<file path="src/rtl/cfg_ufm_prog_seq.sv">
// Hardware sequencer that shifts a 16-bit word MSB-first into the UFM data register and pulses program/erase.
// A CSR-started operation lasts 32 shift cycles (PROG only), then the pulse/busy handshake; the CSR side never stalls.
module cfg_ufm_prog_seq #(
    parameter logic [4:0]  BASE_ADDR = 5'h0,
    parameter logic [15:0] RISE_MAX  = 16'd255,
    parameter logic [15:0] FALL_MAX  = 16'hFFFF
) (
    input  logic       clk,
    input  logic       rst,
    input  logic [4:0] csr_a,
    input  logic [7:0] csr_di,
    input  logic       csr_we,
    output logic [7:0] csr_do,
    input  logic       cfg_done,
    output logic       ufm_drclk,
    output logic       ufm_drdin,
    output logic       ufm_drshft,
    output logic       ufm_program,
    output logic       ufm_erase,
    input  logic       ufm_busy,
    input  logic       ufm_drdout
);

    typedef enum logic [2:0] {
        S_IDLE,
        S_SHIFT,
        S_PULSE,
        S_WAIT_FALL,
        S_FIN
    } state_t;

    state_t      state, state_d;
    logic [15:0] data;
    logic [15:0] cnt, cnt_d, cnt_inc;
    logic        prog_op, prog_d;
    logic        done, done_d;
    logic        err, err_d;
    logic        set_done, set_err;
    logic        drclk_d, drdin_d, program_d, erase_d;

    logic sel_hi, sel_lo, sel_ctrl, ctrl_wr;
    logic start_req, start_bad, start_ok;

    assign sel_hi   = (csr_a == BASE_ADDR);
    assign sel_lo   = (csr_a == BASE_ADDR + 5'd1);
    assign sel_ctrl = (csr_a == BASE_ADDR + 5'd2);
    assign ctrl_wr  = csr_we && sel_ctrl;

    assign start_req = ctrl_wr && (csr_di[0] || csr_di[1]) && (state == S_IDLE) && cfg_done;
    assign start_bad = start_req && csr_di[0] && csr_di[1];
    assign start_ok  = start_req && !start_bad;

    // Saturating: a stuck counter must still trip the timeout compare.
    assign cnt_inc = (cnt == 16'hFFFF) ? cnt : cnt + 16'd1;

    always_comb begin
        state_d  = state;
        prog_d   = prog_op;
        set_done = 1'b0;
        set_err  = 1'b0;
        case (state)
            S_IDLE: begin
                if (start_ok) begin
                    prog_d  = csr_di[0];
                    state_d = csr_di[0] ? S_SHIFT : S_PULSE;
                end
            end
            S_SHIFT: begin
                if (cnt[4:0] == 5'd31)
                    state_d = S_PULSE;
            end
            S_PULSE: begin
                if (ufm_busy) begin
                    state_d = S_WAIT_FALL;
                end else if (cnt >= RISE_MAX - 16'd1) begin
                    state_d = S_IDLE;
                    set_err = 1'b1;
                end
            end
            S_WAIT_FALL: begin
                if (!ufm_busy) begin
                    state_d = S_FIN;
                end else if (cnt >= FALL_MAX - 16'd1) begin
                    state_d = S_IDLE;
                    set_err = 1'b1;
                end
            end
            S_FIN: begin
                state_d  = S_IDLE;
                set_done = 1'b1;
            end
            default: state_d = S_IDLE;
        endcase

        cnt_d = (state_d != state || state_d == S_IDLE) ? 16'd0 : cnt_inc;

        // Pin values are derived from the next state so the flops track the state exactly.
        drclk_d   = 1'b1;
        drdin_d   = 1'b0;
        program_d = 1'b0;
        erase_d   = 1'b0;
        if (state_d == S_SHIFT) begin
            drclk_d = cnt_d[0];
            drdin_d = data[4'd15 - cnt_d[4:1]];
        end
        if (state_d == S_PULSE) begin
            program_d = prog_d;
            erase_d   = !prog_d;
        end

        // Clears first, sets last: a set in the same cycle as a W1C wins.
        done_d = done;
        err_d  = err;
        if (ctrl_wr && csr_di[4]) done_d = 1'b0;
        if (ctrl_wr && csr_di[5]) err_d  = 1'b0;
        if (start_req) begin
            done_d = 1'b0;
            err_d  = 1'b0;
        end
        if (set_done)             done_d = 1'b1;
        if (set_err || start_bad) err_d  = 1'b1;
    end

    always_ff @(posedge clk) begin
        if (rst) begin
            state       <= S_IDLE;
            cnt         <= 16'd0;
            prog_op     <= 1'b0;
            data        <= 16'h0;
            done        <= 1'b0;
            err         <= 1'b0;
            ufm_drclk   <= 1'b1;
            ufm_drdin   <= 1'b0;
            ufm_drshft  <= 1'b1;
            ufm_program <= 1'b0;
            ufm_erase   <= 1'b0;
        end else begin
            state       <= state_d;
            cnt         <= cnt_d;
            prog_op     <= prog_d;
            done        <= done_d;
            err         <= err_d;
            ufm_drclk   <= drclk_d;
            ufm_drdin   <= drdin_d;
            ufm_drshft  <= 1'b1;
            ufm_program <= program_d;
            ufm_erase   <= erase_d;
            if (state == S_IDLE && csr_we && sel_hi) data[15:8] <= csr_di;
            if (state == S_IDLE && csr_we && sel_lo) data[7:0]  <= csr_di;
        end
    end

    always_comb begin
        csr_do = 8'h00;
        if (sel_hi)
            csr_do = data[15:8];
        else if (sel_lo)
            csr_do = data[7:0];
        else if (sel_ctrl)
            csr_do = {(state != S_IDLE), ufm_drdout, err, done, 2'b00, ufm_busy, 1'b0};
    end

endmodule
</file>
<file path="config.mk">
export PLATFORM = sky130hd
export DESIGN_NAME = cfg_ufm_prog_seq
export DESIGN_NICKNAME = d
export VERILOG_FILES = /design/src/rtl/cfg_ufm_prog_seq.sv
export SDC_FILE = /design/constraint.sdc
export NUM_CORES = 1
export LEC_CHECK = 0
export ABC_AREA = 1
export CAP_MARGIN = 5
export CORE_MARGIN = 10
export CORE_UTILIZATION = 50
export DETAILED_ROUTE_END_ITERATION = 16
export MAX_ROUTING_LAYER = met4
export PLACE_DENSITY = 0.84
export SLEW_MARGIN = 0
export SYNTH_ARGS = -nofsm -noshare
export SYNTH_HDL_FRONTEND = slang
export SYNTH_SLANG_ARGS = --single-unit
</file>
<file path="constraint.sdc">
create_clock -name clk -period 2 [get_ports clk]
set_input_delay 0.4 -clock clk [delete_from_list [all_inputs] [get_ports clk]]
set_output_delay 0.4 -clock clk [all_outputs]
set_load 0.01 [all_outputs]
</file>
==> reports/results.tsv, run 1 <==
stage	metric	value	unit
placed_design	DP Wirelength	4.71	mm
placed_design	DP Area	3120	um^2
pwr	Clock power frac	0.390	
worst_setup_path	worst-path fanout max	5	
global_route	global-route wire length before repair	12.7	mm
finish	fin util	0.764	
clock_network	cts hold-fix bufs	0	
synthesis	Post-synth EDFFs	0	
finish	nets	454	
hold_path	Hold Path Stages	2	
synthesis	Synth Instances	337	
clock_network	clock root cell	clkbuf_8	
pwr	sequential power share	0.512	
clock_network	H-tree levels	2	
hold_path	Hold Crit Class	reg -> reg	
global_route	gr usage total	0.188	
synthesis	post-synth design cell area	2480	um^2
synthesis	simple-gate portion of the synthesized area	0.370	
placed_design	routability cong.	0.914	
synthesis	largest cells by area after synthesis	dfxtp_1 34%, nand2_1 7.6%, inv_1 7.1%	
clock_network	CTS tree	yes	
floorplanning	die extent in x	90.4	um
floorplanning	CORE AREA	4750	um^2
synthesis	Syn Area/Cell	7.36	um^2
global_route	number of global-route vias before repair	2666	
detailed_routing	mean routed wirelength per cell	17.1	um
clock_network	total CTS buffers	5	
synthesis	Most used DFF post-synth	dfxtp_1	
synthesis	sequential fraction of the synthesis area	0.339	
pwr	peak supply drop	0.339	mV
finish	largest registers	cnt x16, data x16, state x3	
timing	fmax	0.439	GHz
floorplanning	Die Ht	90.4	um
floorplanning	die area	8180	um^2
synthesis	Synth cell types	44	
synthesis	ys async rst share	0	
global_route	largest net degree at the start of global routing	17	
finish	fin area	3630	um^2
timing	RSZ-0062 raised after global routing	yes	
worst_setup_path	flop2flop setup slack	-0.28	ns
timing	worst-case clock skew	0.0114	ns
synthesis	XOR/XNOR share of the synthesized area	0.0283	
worst_setup_path	RR Endpoint	ufm_drdin	
clock_network	Clock Path Buffers	2	
synthesis	commonest cells in the synthesized netlist	50 x nand2_1, 47 x inv_1, 42 x dfxtp_1	
clock_network	clk sinks	42	
hold_path	Hold Crit Start	data[5]	
global_route	gr ovfl total	0	
detailed_routing	WL final	8.53	mm
detailed_routing	Via Count	2733	
worst_setup_path	Worst R2R Path Depth	15	
hold_path	Worst Hold Endpoint	data[5]	
synthesis	Yosys top cell area share	0.339	
placed_design	count of port buffers added during placement	30	
run_status	failing checks	negative setup slack	
finish	share of cells above drive strength 1	0.427	
timing	final setup fails	21	
timing	Slew Limit Fails	0	
synthesis	Compound-Gate Fraction of Synth Area	0.142	
detailed_routing	Detailed Route Iter0 Violations	205	
global_route	antenna violations before repair	0	
synthesis	largest area contributor in the netlist	dfxtp_1	
clock_network	Skew-Pair Late Insertion Delay	0.33	ns
floorplanning	Initial Util	0.522	
synthesis	largest family of logic cells by synthesized area	simple AND/OR/NAND/NOR gates	
timing	final worst path period share	1.14	
worst_setup_path	Worst setup EP type	flip-flop	
floorplanning	Std-Cell Rows	25	
timing	endpoints failing hold	0	
pwr	P_sw	0.473	mW
clock_network	Worst-path clk slew	0.10	ns
synthesis	most frequent cell after synthesis	nand2_1	
worst_setup_path	RR Startpoint	cnt[1]	
detailed_routing	vias per cell	5.47	
pwr	combinational power share	0.098	
synthesis	post-synthesis mux area share	0	
finish	synth-to-layout area growth	46.6	%
synthesis	Yosys reg bits	42	
synthesis	adder-cell share of the synthesized area	0.0151	
flow_run	max cap viols	0	
detailed_routing	TritonRoute pass-1 iters	5	
worst_setup_path	startpoint types	flip-flop	
run_status	status	complete, but fails checks	
worst_setup_path	Req. time, crit path	2.27	ns
detailed_routing	Remaining DRCs	0	
worst_setup_path	kind of critical path	reg -> reg	
finish	Antenna Cells	0	
timing	Final min period	2.28	ns
pwr	switching share of total power	0.287	
pwr	LEAKAGE	1.52	nW
synthesis	syn nets	359	
finish	Layout fillers	318	
pwr	Power per Cell Area	454	nW/um^2
floorplanning	number of I/O pins	32	
detailed_routing	Detail Route Antenna Nets	0	
synthesis	Synthesis Warnings	0	
pwr	Internal Power	1.18	mW
worst_setup_path	Worst EP arrival	2.55	ns
timing	worst setup margin	-0.279	ns
## cell type report
| class | instances | area (um^2) | area share |
|---|---|---|---|
| Inverter | 58 | 235 | 0.0647 |
| Sequential cell | 42 | 852 | 0.234 |
| Clock buffer | 5 | 68.8 | 0.0189 |
| Multi-Input combinational cell | 232 | 1620 | 0.445 |
| Timing Repair inverter | 1 | 5.00 | 0.00138 |
| Timing Repair Buffer | 92 | 742 | 0.204 |
| Clock inverter | 3 | 28.8 | 0.00792 |
| Tap cell | 67 | 83.8 | 0.0231 |
## power by group through the flow
stage	clock [mW]	sequential (mW)	combinational (mW)
floorplan	0	0.863	0.0614
global placement	0	0.863	0.138
detailed placement	0	0.863	0.142
CTS	0.629	0.844	0.150
global route	0.667	0.845	0.173
finish	0.643	0.844	0.161
## layer usage
| layer | GRT usage | vias up | share of wire |
|---|---|---|---|
| li1 | - | 1287 | - |
| met1 | 0.201 | 1266 | 0.39 |
| met2 | 0.333 | 151 | 0.51 |
| met3 | 0.0432 | 29 | 0.060 |
| met4 | 0.0676 | 0 | 0.032 |
| met5 | - | - | 0 |
## critical path, stage by stage (launching register included)
cell	delay, ns
dfxtp_2	0.38
buf_6	0.12
inv_1	0.09
nor2_4	0.13
nand2_2	0.13
o21ai_4	0.27
nand3_4	0.16
nand2_2	0.11
nand2_2	0.09
clkinv_4	0.10
nand3_2	0.13
nand2_1	0.13
nand3_2	0.09
nand3_2	0.09
nand3_2	0.07
a21oi_2	0.13
## cells by family (layout without fill, tap and decap cells)
| kind of cell | after synthesis | in the layout |
|---|---|---|
| compound gates | 57 | 57 |
| xor+xnor | 8 | 8 |
| fa+ha+maj | 3 | 3 |
| buf+inv | 64 | 159 |
| flops | 42 | 42 |
| other cells | 1 | 1 |
| simple gates | 162 | 163 |
## worst max-delay path by stage
stage                     slack, ns        end  cells after the start  startpoint
after floorplan               0.002  ufm_drdin                     16      cnt[1]
after global placement        -0.55  ufm_drdin                     14    csr_a[1]
after detailed placement      -0.64  ufm_drdin                     16    csr_a[1]
after CTS                     -0.07  ufm_drdin                     16      cnt[1]
after global routing          -0.33  ufm_drdin                     14    state[1]
final                         -0.28  ufm_drdin                     15      cnt[1]
## metrics by stage
step	power [mW]	hold WS, ns	std cells	TNS [ns]	worst slack [ns]
floorplan	0.924	0.439	337	0	0.00176
detailed placement	1.00	0.474	462	-13.64	-0.639
global route	1.68	0.507	500	-4.50	-0.332
finish	1.65	0.491	500	-3.42	-0.279
global placement	1.00	0.461	462	-11.60	-0.548
CTS	1.62	0.490	493	-0.0663	-0.0663
## what timing repair did
action / 4_1_cts / 5_1_grt
gates cloned: 2 / 0
endpoints found under the hold margin: 0 / 0
setup endpoints to repair: 25 / 26
resized for setup: 79 / 42
pin swaps: 31 / 12
buffers inserted: 21 / 7
## layout by cell type, fill, tap and decap left out, drive strengths merged
cell type / n
a31o: 1
a221oi: 2
nor3b: 2
nor3: 2
clkdlybuf4s50: 15
inv: 59
a21oi: 25
nand2: 55
a22oi: 1
o221ai: 1
a31oi: 1
o22ai: 3
dfxtp: 42
xnor2: 3
or3: 1
or2: 1
xor2: 5
nor2: 53
nand4: 14
clkbuf: 8
nor4: 3
nand3: 32
dlygate4sd2: 2
buf: 72
clkinv: 3
a211oi: 1
conb: 1
ha: 3
o21ai: 22
Power figures use the tool's default switching activity.
==> run 2, diff against run 1 <==
Settings changed: CORE_ASPECT_RATIO set to 0.6.
==> reports/results.tsv, run 2 (synthesized netlist as in run 1, its figures left out) <==
stage	metric	value	unit
worst_setup_path	startpoint types	flip-flop	
detailed_routing	Detailed Route Iter0 Violations	414	
worst_setup_path	flop2flop setup slack	-0.31	ns
detailed_routing	vias per cell	6.09	
placed_design	DP Wirelength	5.36	mm
floorplanning	Std-Cell Rows	19	
detailed_routing	Via Count	3082	
floorplanning	CORE AREA	4680	um^2
run_status	failing checks	negative setup slack	
floorplanning	Die Ht	74.6	um
clock_network	total CTS buffers	5	
worst_setup_path	Worst EP arrival	2.55	ns
finish	share of cells above drive strength 1	0.442	
global_route	gr usage total	0.207	
clock_network	clock root cell	clkbuf_8	
timing	endpoints failing hold	0	
clock_network	clk sinks	42	
detailed_routing	WL final	10.4	mm
finish	Layout fillers	264	
finish	nets	465	
worst_setup_path	worst-path fanout max	5	
timing	Slew Limit Fails	0	
timing	RSZ-0062 raised after global routing	yes	
placed_design	count of port buffers added during placement	30	
floorplanning	Initial Util	0.530	
floorplanning	number of I/O pins	32	
timing	worst-case clock skew	0.00603	ns
clock_network	cts hold-fix bufs	0	
finish	Antenna Cells	0	
clock_network	H-tree levels	2	
global_route	global-route wire length before repair	13.7	mm
finish	commonest cells after routing, fill and taps aside	58 x buf_4, 43 x nand2_1, 42 x inv_1	
placed_design	DP Area	3240	um^2
clock_network	Skew-Pair Late Insertion Delay	0.30	ns
finish	largest registers	cnt x16, data x16, state x3	
timing	worst setup margin	-0.311	ns
floorplanning	die area	8270	um^2
finish	most common cell after layout, fill and taps aside	buf_4	
worst_setup_path	Worst setup EP type	flip-flop	
worst_setup_path	kind of critical path	reg -> reg	
timing	final worst path period share	1.16	
global_route	largest net degree at the start of global routing	17	
pwr	Power per Cell Area	416	nW/um^2
worst_setup_path	Req. time, crit path	2.24	ns
pwr	peak supply drop	0.343	mV
floorplanning	die extent in x	111	um
pwr	LEAKAGE	1.60	nW
clock_network	Clock Path Buffers	2	
timing	Final min period	2.31	ns
global_route	antenna violations before repair	0	
timing	WHS	0.490	ns
detailed_routing	Detail Route Antenna Nets	0	
finish	synth-to-layout area growth	51.4	%
global_route	gr ovfl total	0	
detailed_routing	TritonRoute pass-1 iters	6	
flow_run	max cap viols	0	
clock_network	CTS tree	yes	
timing	fmax	0.433	GHz
global_route	number of global-route vias before repair	2774	
timing	final setup fails	20	
detailed_routing	mean routed wirelength per cell	20.6	um
hold_path	Hold Crit Class	reg -> reg	
detailed_routing	Remaining DRCs	0	
placed_design	routability cong.	0.973	
pwr	Tot Pwr	1.56	mW
clock_network	Worst-path clk slew	0.08	ns
finish	fin area	3750	um^2
finish	fin util	0.801	
run_status	status	complete, but fails checks	
## run 2: cell count changes in the layout (fill, tap and decap cells not counted), sizes merged
| cell | change |
|---|---|
| clkinvlp | +1 |
| clkbuf | +1 |
| inv | -2 |
| clkinv | +1 |
| buf | +9 |
## run 2: final cells by class
class | count | area, um^2 | area share
repair buffers | 102 | 852 | 0.227
repair inverters | 2 | 12.5 | 0.00333
well taps | 63 | 78.8 | 0.0210
clock buffers | 5 | 68.8 | 0.0183
clock inverters | 2 | 10.0 | 0.00267
inverters | 58 | 228 | 0.0607
multi-input cells | 232 | 1650 | 0.440
flip-flops and latches | 42 | 852 | 0.227
## run 2: power by group
group	internal (mW)	total (mW)	switching [mW]	leakage, nW
clock network	0.235	0.536	0.301	0.0438
logic	0.0772	0.183	0.105	1.21
registers	0.839	0.843	0.00332	0.342
## run 2: metal layers
| layer | track usage | vias up | share of wire |
|---|---|---|---|
| li1 | - | 1311 | - |
| met1 | 0.240 | 1404 | 0.36 |
| met2 | 0.355 | 274 | 0.45 |
| met3 | 0.0530 | 93 | 0.11 |
| met4 | 0.0546 | 0 | 0.077 |
| met5 | - | - | 0 |
## run 2: critical path, cell delays in order, from the launching register on
cell     delay, ns
dfxtp_1       0.33
buf_4         0.15
nor2_1        0.12
nand2_1       0.08
nor2_2        0.15
nand4_1       0.22
nand4_4       0.15
nor2_4        0.05
nor2_4        0.13
buf_12        0.14
nand3_4       0.13
nor2_2        0.16
nand2_1       0.13
nand3_2       0.08
nand3_2       0.08
a21oi_2       0.14
## run 2: per-stage QoR
| stage | setup TNS [ns] | instances | worst slack (ns) |
|---|---|---|---|
| detailed placement | -11.63 | 474 | -0.630 |
| global placement | -10.47 | 474 | -0.534 |
| floorplan | 0 | 337 | 0.00176 |
| global route | -3.82 | 506 | -0.397 |
| CTS | -0.149 | 496 | -0.0866 |
| finish | -2.07 | 506 | -0.311 |
## run 2: what timing repair did
action / CTS / global route
pin swaps: 28 / 26
resized for setup: 86 / 43
gates cloned: 2 / 1
setup endpoints to repair: 24 / 27
buffers inserted: 13 / 11
## run 2: path summary, 6_finish.rpt
kind | from | endpoint | depth (start not counted)
worst max-delay path | cnt[8] | ufm_drdin | 15
worst min-delay path | data[11] | data[11] | 2
worst max register to register | cnt[8] | ufm_drdin | 15
worst min register to register | data[11] | data[11] | 2
==> run 3, diff against run 2 <==
Settings changed: CORE_UTILIZATION 50 to 59, PLACE_DENSITY 0.84 to 0.92.
Clock period 2 ns to 2.95 ns, I/O delays scaled along.
==> reports/results.tsv, run 3 (synthesized netlist as in run 1, its figures left out) <==
stage	metric	value	unit
worst_setup_path	RR Startpoint	cnt[1]	
floorplanning	die area	7280	um^2
worst_setup_path	CP endpoint	csr_do[7]	
placed_design	count of port buffers added during placement	30	
floorplanning	CORE AREA	4080	um^2
finish	fin util	0.736	
finish	Antenna Cells	0	
floorplanning	Std-Cell Rows	18	
worst_setup_path	flop2flop setup slack	0.45	ns
global_route	number of global-route vias before repair	2354	
timing	worst setup margin	0.0680	ns
pwr	Clock power frac	0.366	
worst_setup_path	Worst R2R Path Depth	16	
clock_network	Worst-path clk slew	0.08	ns
clock_network	Skew-Pair Late Insertion Delay	0.30	ns
finish	Layout fillers	312	
pwr	Power per Cell Area	349	nW/um^2
worst_setup_path	Worst Setup SP	csr_a[3]	
worst_setup_path	kind of critical path	in -> out	
finish	largest registers	cnt x16, data x16, state x3	
run_status	status	complete, no violations	
global_route	global-route wire length before repair	11.1	mm
finish	nets	401	
floorplanning	Initial Util	0.608	
pwr	sequential power share	0.546	
worst_setup_path	cell mode on critical path	inv_1	
timing	Slew Limit Fails	0	
detailed_routing	Remaining DRCs	0	
finish	synth-to-layout area growth	20.9	%
pwr	combinational power share	0.088	
timing	RSZ-0062 raised after global routing	no	
hold_path	Hold Crit Start	data[10]	
detailed_routing	WL final	6.59	mm
detailed_routing	TritonRoute pass-1 iters	6	
timing	Final min period	2.88	ns
timing	final setup fails	0	
timing	worst-case clock skew	0.00921	ns
floorplanning	Die Ht	70.2	um
finish	share of cells above drive strength 1	0.187	
placed_design	pre-CTS setup slack	-0.114	ns
pwr	Tot Pwr	1.05	mW
detailed_routing	Via Count	2506	
timing	endpoints failing hold	0	
worst_setup_path	cells along the critical path	clkdlybuf4s50_1 -> nor2_2 -> inv_1 -> nor4_4 -> buf_4 -> inv_1 -> nor2_1 -> o22ai_1 -> dlygate4sd2_1	
pwr	switching share of total power	0.237	
floorplanning	die extent in x	104	um
worst_setup_path	startpoint types	primary input	
detailed_routing	Detail Route Antenna Nets	0	
finish	commonest cells after routing, fill and taps aside	50 x nand2_1, 47 x inv_1, 42 x dfxtp_1	
worst_setup_path	Slowest-stage cell, CP	clkdlybuf4s50_1	
worst_setup_path	Req. time, crit path	2.36	ns
pwr	peak supply drop	0.326	mV
timing	final worst path period share	0.977	
placed_design	routability cong.	0.949	
clock_network	H-tree levels	2	
global_route	largest net degree at the start of global routing	17	
pwr	LEAKAGE	1.25	nW
pwr	P_sw	0.248	mW
timing	WHS	0.483	ns
clock_network	Clock Path Buffers	2	
timing	fmax	0.347	GHz
timing	Slew @ Worst Pin	0.512	ns
global_route	gr usage total	0.185	
floorplanning	number of I/O pins	32	
worst_setup_path	RR Endpoint	ufm_drdin	
detailed_routing	vias per cell	5.70	
pwr	Internal Power	0.799	mW
worst_setup_path	Worst EP arrival	2.29	ns
worst_setup_path	Worst setup EP type	primary output	
clock_network	clock root cell	clkbuf_8	
flow_run	max cap viols	0	
clock_network	total CTS buffers	5	
global_route	antenna violations before repair	0	
clock_network	CTS tree	yes	
worst_setup_path	worst-path fanout max	5	
detailed_routing	Detailed Route Iter0 Violations	215	
placed_design	DP Wirelength	5.00	mm
clock_network	clk sinks	42	
clock_network	cts hold-fix bufs	0	
hold_path	Hold Crit Class	reg -> reg	
finish	most common cell after layout, fill and taps aside	nand2_1	
global_route	gr ovfl total	0	
worst_setup_path	slowest stage delay, CP	0.41	ns
detailed_routing	mean routed wirelength per cell	15.0	um
timing	Max-slew headroom	0.658	
[run 3: changes by cell type in the layout (fill, tap and decap cells not counted), sizes merged, moves of 2 or more]
cell and change:
buf -70, clkdlybuf4s50 +7, dlygate4sd2 +4, clkbuf -2
clkinv -2, dlymetal6s2s +2
[run 3: cell type report]
cell class / instances / area (um^2) / area share
clock buffer: 7 / 86.3 / 0.0288
inverter: 58 / 223 / 0.0743
sequential: 42 / 841 / 0.280
clock inverter: 1 / 5.00 / 0.00167
timing repair buffer: 41 / 378 / 0.126
multi-input combinational: 231 / 1390 / 0.464
tap: 60 / 75.1 / 0.0250
[run 3: worst min path at each step]
stage,to,slack (ns),cells after the start
after detailed placement,data[10],0.47,2
after global placement,data[13],0.46,2
after global routing,data[7],0.51,2
final,data[10],0.48,2
after floorplan,done,0.44,2
after CTS,data[10],0.48,2
[run 3: what timing repair did]
action                                  4_1_cts  5_1_grt
endpoints found under the setup margin        8        2
pin swaps                                     0        1
gates cloned                                  1        0
gates resized for setup                       8        2
setup buffers                                 1        0
[run 3: layer usage]
layer  track usage  wire length [um]
met1         0.221              2760
met2         0.289              2930
met3        0.0549               706
met4        0.0737               195
met5             -                 0
[run 3: power groups by stage]
stage / sequential, mW / combinational [mW] / clock, mW
CTS: 0.572 / 0.0894 / 0.386
floorplan: 0.585 / 0.0415 / 0
global route: 0.572 / 0.0984 / 0.410
global placement: 0.585 / 0.0850 / 0
finish: 0.572 / 0.0917 / 0.384
detailed placement: 0.585 / 0.0879 / 0
[run 3: worst max-delay path, delay by kind of cell]
family	cells	cell delay, ns
buffers and inverters	5	1.09
AND/OR/NAND/NOR	3	0.53
AO/OA/AOI/OAI	1	0.08
[run 3: metrics by stage]
stage,cells,TNS (ns),cell area [um^2]
6_report,440,0,3000
5_1_grt,440,0,3000
4_1_cts,440,-0.0477,2990
3_5_place_dp,430,-0.579,2890
3_3_place_gp,430,0,2890
2_1_floorplan,337,0,2480
